**src/rtl/clk_div_pkg.sv**
```systemverilog
// Shared types and reset constants for the multi-channel clock/strobe divider.
// The cfg struct is sized by DIV_W_DEF; widen it here when a wider divider is needed.
package clk_div_pkg;

    localparam int DIV_W_DEF   = 16;
    localparam int DIV_RST_DEF = 49;
    localparam int HI_RST_DEF  = 25;

    typedef struct packed {
        logic [DIV_W_DEF-1:0] div;
        logic [DIV_W_DEF-1:0] hi;
    } div_cfg_t;

    typedef enum logic {
        CH_IDLE = 1'b0,
        CH_RUN  = 1'b1
    } ch_state_t;

    // Output level for a given phase: high while the phase is below the high time.
    function automatic logic level_at(input logic [DIV_W_DEF-1:0] phase,
                                      input logic [DIV_W_DEF-1:0] hi);
        return phase < hi;
    endfunction

endpackage

```
**src/rtl/clk_div_ch.sv**
```systemverilog
// One divider channel: phase counter, shadow/active config and registered level/strobes.
// Config changes only land at a period boundary, start or sync, so no runt pulses appear.
module clk_div_ch
    import clk_div_pkg::*;
#(
    parameter int   DIV_RST    = DIV_RST_DEF,
    parameter int   HI_RST     = HI_RST_DEF,
    parameter logic IDLE_LEVEL = 1'b1
) (
    input  logic     sys_clk,
    input  logic     rst_n,
    input  logic     en,
    input  logic     sync,
    input  logic     cfg_wr,
    input  div_cfg_t cfg_in,
    output logic     clk_out,
    output logic     tick,
    output logic     rise_stb,
    output logic     fall_stb,
    output logic     cfg_pending
);

    localparam div_cfg_t CFG_RST = {DIV_W_DEF'(DIV_RST), DIV_W_DEF'(HI_RST)};

    ch_state_t            state;
    ch_state_t            state_next;
    logic [DIV_W_DEF-1:0] cnt;
    logic [DIV_W_DEF-1:0] cnt_next;
    div_cfg_t             act_cfg;
    div_cfg_t             act_next;
    div_cfg_t             shadow;
    div_cfg_t             shadow_next;
    div_cfg_t             apply_cfg;
    logic                 pending_next;
    logic                 tick_next;
    logic                 clk_next;
    logic                 rise_next;
    logic                 fall_next;

    always_ff @(posedge sys_clk) begin
        if (!rst_n) begin
            state       <= CH_IDLE;
            cnt         <= '0;
            act_cfg     <= CFG_RST;
            shadow      <= CFG_RST;
            cfg_pending <= 1'b0;
            clk_out     <= IDLE_LEVEL;
            tick        <= 1'b0;
            rise_stb    <= 1'b0;
            fall_stb    <= 1'b0;
        end else begin
            state       <= state_next;
            cnt         <= cnt_next;
            act_cfg     <= act_next;
            shadow      <= shadow_next;
            cfg_pending <= pending_next;
            clk_out     <= clk_next;
            tick        <= tick_next;
            rise_stb    <= rise_next;
            fall_stb    <= fall_next;
        end
    end

    // A write landing on the same edge as an apply point is used directly (write-through).
    always_comb begin
        state_next   = state;
        cnt_next     = cnt;
        act_next     = act_cfg;
        shadow_next  = shadow;
        pending_next = cfg_pending;
        tick_next    = 1'b0;
        clk_next     = IDLE_LEVEL;
        apply_cfg    = cfg_wr ? cfg_in : shadow;

        if (cfg_wr) begin
            shadow_next  = cfg_in;
            pending_next = 1'b1;
        end

        if (!en) begin
            state_next = CH_IDLE;
            cnt_next   = '0;
        end else if (state == CH_IDLE || sync) begin
            state_next   = CH_RUN;
            cnt_next     = '0;
            tick_next    = 1'b1;
            act_next     = apply_cfg;
            pending_next = 1'b0;
        end else if (cnt == act_cfg.div) begin
            cnt_next  = '0;
            tick_next = 1'b1;
            if (cfg_pending || cfg_wr) begin
                act_next = apply_cfg;
            end
            pending_next = 1'b0;
        end else begin
            cnt_next = cnt + DIV_W_DEF'(1);
        end

        if (en) begin
            clk_next = level_at(cnt_next, act_next.hi);
        end

        rise_next = clk_next & ~clk_out;
        fall_next = ~clk_next & clk_out;
    end

endmodule

```
**src/rtl/clk_div_multi.sv**
```systemverilog
// N-channel programmable clock/strobe generator; clk_out is a logic level, never a clock net.
// The top only fans the shared sync and config bus out to independent channels.
module clk_div_multi
    import clk_div_pkg::*;
#(
    parameter int   N_CH       = 2,
    parameter int   DIV_W      = DIV_W_DEF,
    parameter int   DIV_RST    = DIV_RST_DEF,
    parameter int   HI_RST     = HI_RST_DEF,
    parameter logic IDLE_LEVEL = 1'b1
) (
    input  logic             sys_clk,
    input  logic             rst_n,
    input  logic [N_CH-1:0]  en,
    input  logic             sync,
    input  logic [N_CH-1:0]  cfg_wr,
    input  logic [DIV_W-1:0] cfg_div,
    input  logic [DIV_W-1:0] cfg_hi,
    output logic [N_CH-1:0]  clk_out,
    output logic [N_CH-1:0]  tick,
    output logic [N_CH-1:0]  rise_stb,
    output logic [N_CH-1:0]  fall_stb,
    output logic [N_CH-1:0]  cfg_pending
);

    div_cfg_t cfg_bus;

    assign cfg_bus = {cfg_div, cfg_hi};

    for (genvar i = 0; i < N_CH; i++) begin : g_ch
        clk_div_ch #(
            .DIV_RST    (DIV_RST),
            .HI_RST     (HI_RST),
            .IDLE_LEVEL (IDLE_LEVEL)
        ) u_ch (
            .sys_clk     (sys_clk),
            .rst_n       (rst_n),
            .en          (en[i]),
            .sync        (sync),
            .cfg_wr      (cfg_wr[i]),
            .cfg_in      (cfg_bus),
            .clk_out     (clk_out[i]),
            .tick        (tick[i]),
            .rise_stb    (rise_stb[i]),
            .fall_stb    (fall_stb[i]),
            .cfg_pending (cfg_pending[i])
        );
    end

endmodule

```
**config.mk**
```make
export PLATFORM = sky130hd
export DESIGN_NAME = clk_div_multi
export DESIGN_NICKNAME = d
export VERILOG_FILES = /design/src/rtl/clk_div_pkg.sv /design/src/rtl/clk_div_ch.sv /design/src/rtl/clk_div_multi.sv
export SDC_FILE = /design/constraint.sdc
export NUM_CORES = 1
export LEC_CHECK = 0
export BUFFER_PORTS_ARGS = -buffer_cell sky130_fd_sc_hd__buf_2
export CORE_AREA = 3 3 132 134
export CTS_BUF_LIST = sky130_fd_sc_hd__clkbuf_16
export DETAILED_ROUTE_END_ITERATION = 12
export DIE_AREA = 0 0 135 137
export MAX_ROUTING_LAYER = met4
export PLACE_DENSITY = 0.63
export SLEW_MARGIN = 20
export SYNTH_ARGS = -nofsm -noshare
export SYNTH_HDL_FRONTEND = slang
export SYNTH_SLANG_ARGS = --single-unit
export TNS_END_PERCENT = 50
```
**constraint.sdc**
```tcl
create_clock -name sys_clk -period 8.3 [get_ports sys_clk]
set_input_delay 0.83 -clock sys_clk [delete_from_list [all_inputs] [get_ports sys_clk]]
set_output_delay 0.83 -clock sys_clk [all_outputs]
set_load 0.05 [all_outputs]
```
Word-level counts from Yosys, hierarchy flattened
Index checks and enable logic that the tools add are counted.
{ "word_totals": {"register_bits": 172, "out_inout_bits": 10} }
{ "classes": {"addsub": 2, "order_cmp": 2, "eq_ne": 2, "n_mux": 30, "bitwise_logic": 10, "n_reduce_logical": 12} }
{ "op_table": {"columns": ["cell", "count"], "rows": [
  ["2-to-1 mux 32 bit", 8],
  ["2-to-1 mux 16 bit", 8],
  ["adder 16 x 1 -> 16 bit (second input constant)", 2],
  ["equality test 16 bit", 2],
  ["< comparator 16 bit", 2],
  ["2-to-1 mux 1 bit", 14],
  ["nonzero test 2 bit", 4],
  ["inverter 1 bit", 6],
  ["AND reduction 3 bit", 2],
  ["AND 1 bit", 4],
  ["logical OR 1 bit", 4],
  ["AND reduction 2 bit", 2]
]} }

Depth between registers and ports, before layout
{ "logic_depth": {"word_depth": 9, "ltp_mapped": 15} }

Modules after synthesis
A second synthesis with hierarchy kept.
{ "unflattened": {"cells_unflattened": 852, "hier_area_um2": 7975.1} }
{ "modules_own_cells": {"columns": ["module", "n_inst", "cells_each", "area_per_inst_um2", "seq_area_each_um2"], "rows": [
  ["clk_div_ch (g_ch[1].u_ch)", 1, 434, 4037.6, 1721.7],
  ["clk_div_ch (g_ch[0].u_ch)", 1, 418, 3937.5, 1721.7]
]} }

Worst setup path before layout
OpenSTA, ideal clock, no wires.
{ "synth_path": {"path_kind": "input-to-reg", "startpoint": "in cfg_wr[1]", "endpoint": "reg g_ch[1].u_ch.fall_stb", "setup_time_ns": 0.116, "arrival_time_ns": 3.515, "required_ns": 8.184, "setup_slack_ns": 4.668, "cell_stages": 14, "cell_sequence": "clkbuf_1 > nor2_1 > nor2_1 > o21ai_0 > buf_2 > buf_2 > mux2i_1 > ha_1 > a21o_1 > a221o_1 > a221oi_1 > o21ai_0 > o21a_1 > o211a_1"} }
{ "synth_between": {"elab_chain_cells": 9, "word_cells_on_any_way": 10} }
{ "synth_rtl": {"columns": ["element", "line", "source"], "rows": [
  ["from (decl)", "clk_div_multi.sv:16", "input logic [N_CH-1:0] cfg_wr,"],
  ["2-to-1 mux 32 bit / logical OR 1 bit (equally long branches)", "clk_div_ch.sv:73, clk_div_ch.sv:92", null],
  ["2-to-1 mux 32 bit", "clk_div_ch.sv:92", "if (cfg_pending || cfg_wr) begin"],
  ["2-to-1 mux 32 bit", "clk_div_ch.sv:89", "end else if (cnt == act_cfg.div) begin"],
  ["2-to-1 mux 32 bit (*)", "clk_div_ch.sv:83", "end else if (state == CH_IDLE || sync) begin"],
  ["2-to-1 mux 16 bit (*)", "clk_div_ch.sv:80", "if (!en) begin"],
  ["< comparator 16 bit (*)", "clk_div_pkg.sv:22", "return phase < hi;"],
  ["2-to-1 mux 1 bit (*)", "clk_div_ch.sv:100", "if (en) begin"],
  ["inverter 1 bit (*)", "clk_div_ch.sv:105", "fall_next = ~clk_next & clk_out;"],
  ["AND 1 bit (*)", "clk_div_ch.sv:105", null],
  ["to (signal assigned)", "clk_div_ch.sv:60", "fall_stb <= fall_next;"],
  ["to (decl)", "clk_div_ch.sv:19", "output logic fall_stb,"]
]} }
Mark *: on every way between the ends. The rest lies on a longest branch, timed or not. The select of a mux whose other input is x is not followed.
A chain may end at the register's enable or synchronous reset.

Worst setup path after layout
{ "layout_path": {"startpoint": "in cfg_wr[0]", "endpoint": "reg g_ch[0].u_ch.rise_stb"} }
{ "layout_between": {"elab_chain_cells": 8, "word_cells_on_any_way": 9} }
{ "layout_rtl": {"columns": ["element", "line", "source"], "rows": [
  ["2-to-1 mux 32 bit / logical OR 1 bit (equally long branches)", "clk_div_ch.sv:73, clk_div_ch.sv:92", null],
  ["2-to-1 mux 32 bit", "clk_div_ch.sv:92", null],
  ["2-to-1 mux 32 bit", "clk_div_ch.sv:89", null],
  ["2-to-1 mux 32 bit (*)", "clk_div_ch.sv:83", null],
  ["2-to-1 mux 16 bit (*)", "clk_div_ch.sv:80", null],
  ["< comparator 16 bit (*)", "clk_div_pkg.sv:22", null],
  ["2-to-1 mux 1 bit (*)", "clk_div_ch.sv:100", null],
  ["AND 1 bit (*)", "clk_div_ch.sv:104", "rise_next = clk_next & ~clk_out;"],
  ["to (signal assigned)", "clk_div_ch.sv:59", "rise_stb <= rise_next;"],
  ["to (decl)", "clk_div_ch.sv:18", "output logic rise_stb,"]
]} }
Marked as above.

==> qor.csv <==
metric,value,unit
Synth area leaders,"dfxtp_1 (43%), mux2i_1 (11%), mux2_2 (7.1%)",
GR Util All Layers,0.2057,
Clock Sinks,172,
die area,18500,um2
worst ir drop on vdd,0.1600,mV
"Net Count, Synth",925,
CTS root buf,clkbuf_16,
final instance area,8947,um2
R2R cell count,14,
clock-pin slew on the worst setup and hold paths,0.06,ns
vias in the first global route,5889,
initial antenna violation count,0,
RSZ-0062 raised after global routing,false,
CP startpoint kind,input pin,
DRC Markers,0,
Pleak,4.081,nW
Initial Utilization,0.4928,
max-cap violations,0,
placed cell area,8391,um2
pin count of the biggest net entering global routing,101,
Pins Over Slew Limit,0,
grt ovf,0,
die width,135,um
YS warnings,0,
crit path kind,in -> reg,
die height,137,um
Synth Flop Type,dfxtp_1,
Nets,945,
maximum clock rate,230.5,MHz
IO Port Bufs,48,
overall power,1.822,mW
drt first pass iters,5,
final setup violation count,0,
slew margin rel.,0.3440,
CTS max path bufs,2,
crit share post-route,0.5227,
share of layout cells above drive strength 1,0.1783,
Worst EP arrival,4.68,ns
register area,3443,um2
DRT antenna net count,0,
first-pass GRT wire length,29090,um
Via density,5.265,
worst slew pin tran,0.9840,ns
cts hold-fix bufs,0,
FP Rows,47,
setup bufs post-CTS,0,
average wire per standard cell,16.11,um
Yosys reg bits,172,
synth unique cells,48,
Critical Path RT,8.64,ns
H-tree Lvls,4,
Post-synth EDFFs,0,
Total Neg Setup Slack,0,ns
Fillers,1454,
starting DRC count in detailed routing,346,
post-synth top area share,0.4259,
Hold Path Depth,2,
CTS tree,built,
RePlAce Congestion,0.8636,
crit path max fanout,35,
Mapped Avg Cell Area,9.468,um2
leading area contributor after synthesis,dfxtp_1,
DP Wirelength,12960,um
I/O pin total,49,
final WL,17820,um
core area,16410,um2
ant diodes,0,
final hold viol count,0,
post-synthesis cell count,854,
CP max stage cell,buf_2,
later-pin clock latency in the skew report,0.43,ns
CTS Buf Count,17,
Synth-to-Final Area Change,10.66,%
Vias,5823,
minimum clock period,4.338,ns
Crit. End Element,flip-flop,
status,"complete, no violations",
# resized after CTS,0,
"FFs w/ async S/R, synth",0,
synthesized cell area,8085,um2
Hold Crit Class,reg -> reg,
pwr dens,203.6,nW/um2
crit-path cells,buf_2 > nor2_1 > o21ai_4 > nand2_2 > buf_4 > mux2i_1 > ha_1 > a211oi_1 > o22ai_1 > nor4_1 > a2bb2oi_1 > o211ai_1 > a311oi_1,
"Seq/Total Area, Yosys",0.4259,
Clock Skew,0.007419,ns
crit-path max cell delay,0.73,ns
area of the multi-input gates,4274,um2
==> area by class of cell <==
| cell class | count | share of cell area |
|---|---|---|
| clock inverters | 14 | 0.01468 |
| inverters | 34 | 0.01426 |
| clock buffers | 17 | 0.04755 |
| repair buffers | 52 | 0.03021 |
| multi-input cells | 597 | 0.4777 |
| well taps | 220 | 0.03076 |
| flip-flops and latches | 172 | 0.3848 |
==> power breakdown <==
group,total (mW),internal (mW),switching (mW)
sequential,0.881,0.864,0.0164
combinational,0.182,0.0796,0.102
clock,0.759,0.436,0.323
==> sequential cells by signal, indices dropped and copies added (netlist names) <==
name                   cells
g_ch.u_ch.act_cfg         64
g_ch.u_ch.cfg_pending      2
g_ch.u_ch.clk_out          2
g_ch.u_ch.cnt             32
g_ch.u_ch.fall_stb         2
g_ch.u_ch.rise_stb         2
g_ch.u_ch.shadow          64
g_ch.u_ch.state            2
g_ch.u_ch.tick             2
==> logic make-up (layout without fill, tap and decap cells) <==
logic type | Yosys count | count (layout) | share of synthesized area
compound gates | 69 | 69 | 0.06283
xor+xnor | 60 | 60 | 0.06499
fa+ha+maj | 32 | 32 | 0.04952
buf+inv | 85 | 117 | 0.04689
flops | 172 | 172 | 0.4259
mux | 141 | 141 | 0.1837
simple gates | 295 | 295 | 0.1662
==> cell usage in the layout, fill, tap and decap left out, drive strengths merged, types with 16 or more instances in the layout <==
cell      n
xor2     50
ha       32
and2     16
mux2     53
inv      37
nand3    17
a21oi    19
nand2   100
mux2i    88
dfxtp   172
buf      52
nor2    105
clkbuf   17
==> per-stage QoR <==
stage | setup WS (ns) | std cells | utilization | hold WS [ns]
3_5_place_dp | 3.499 | 1075 | 0.5114 | 0.4514
4_1_cts | 3.951 | 1106 | 0.5453 | 0.4600
2_1_floorplan | 4.668 | 854 | - | 0.4153
6_report | 3.962 | 1106 | 0.5453 | 0.4573
5_1_grt | 3.543 | 1106 | 0.5453 | 0.4866
3_3_place_gp | 3.615 | 1075 | 0.5114 | 0.4411
==> final timing paths <==
path	startpoint	endpoint	slack (ns)
max reg2reg	g_ch[0].u_ch.cnt[2]	g_ch[0].u_ch.rise_stb	3.98
max	cfg_wr[0]	g_ch[0].u_ch.rise_stb	3.96
min reg2reg	g_ch[0].u_ch.act_cfg[2]	g_ch[0].u_ch.act_cfg[2]	0.46
min	g_ch[0].u_ch.act_cfg[2]	g_ch[0].u_ch.act_cfg[2]	0.46
==> cells in the mapped netlist (all sizes together), types with 17 or more instances <==
master  count
nand2     100
mux2       53
nand3      17
clkbuf     24
ha         32
buf        27
nor2      105
mux2i      88
a21oi      19
dfxtp     172
inv        34
xor2       50
==> per-layer routing <==
layer  wire [um]  vias to the layer above  track usage
met5           0                        -            -
met1        8057                     2791       0.2443
met4         285                        0      0.07223
li1            -                     2928            -
met3         475                       27      0.03860
met2        9002                       77       0.3516
==> worst max-delay path: cells and delay by family <==
| kind | cells | cell delay [ns] |
|---|---|---|
| compound gates | 6 | 1.72 |
| buf+inv | 2 | 1.04 |
| simple gates | 3 | 0.54 |
| fa+ha+maj | 1 | 0.33 |
| mux | 1 | 0.18 |
(Power assumes the default switching activity.)
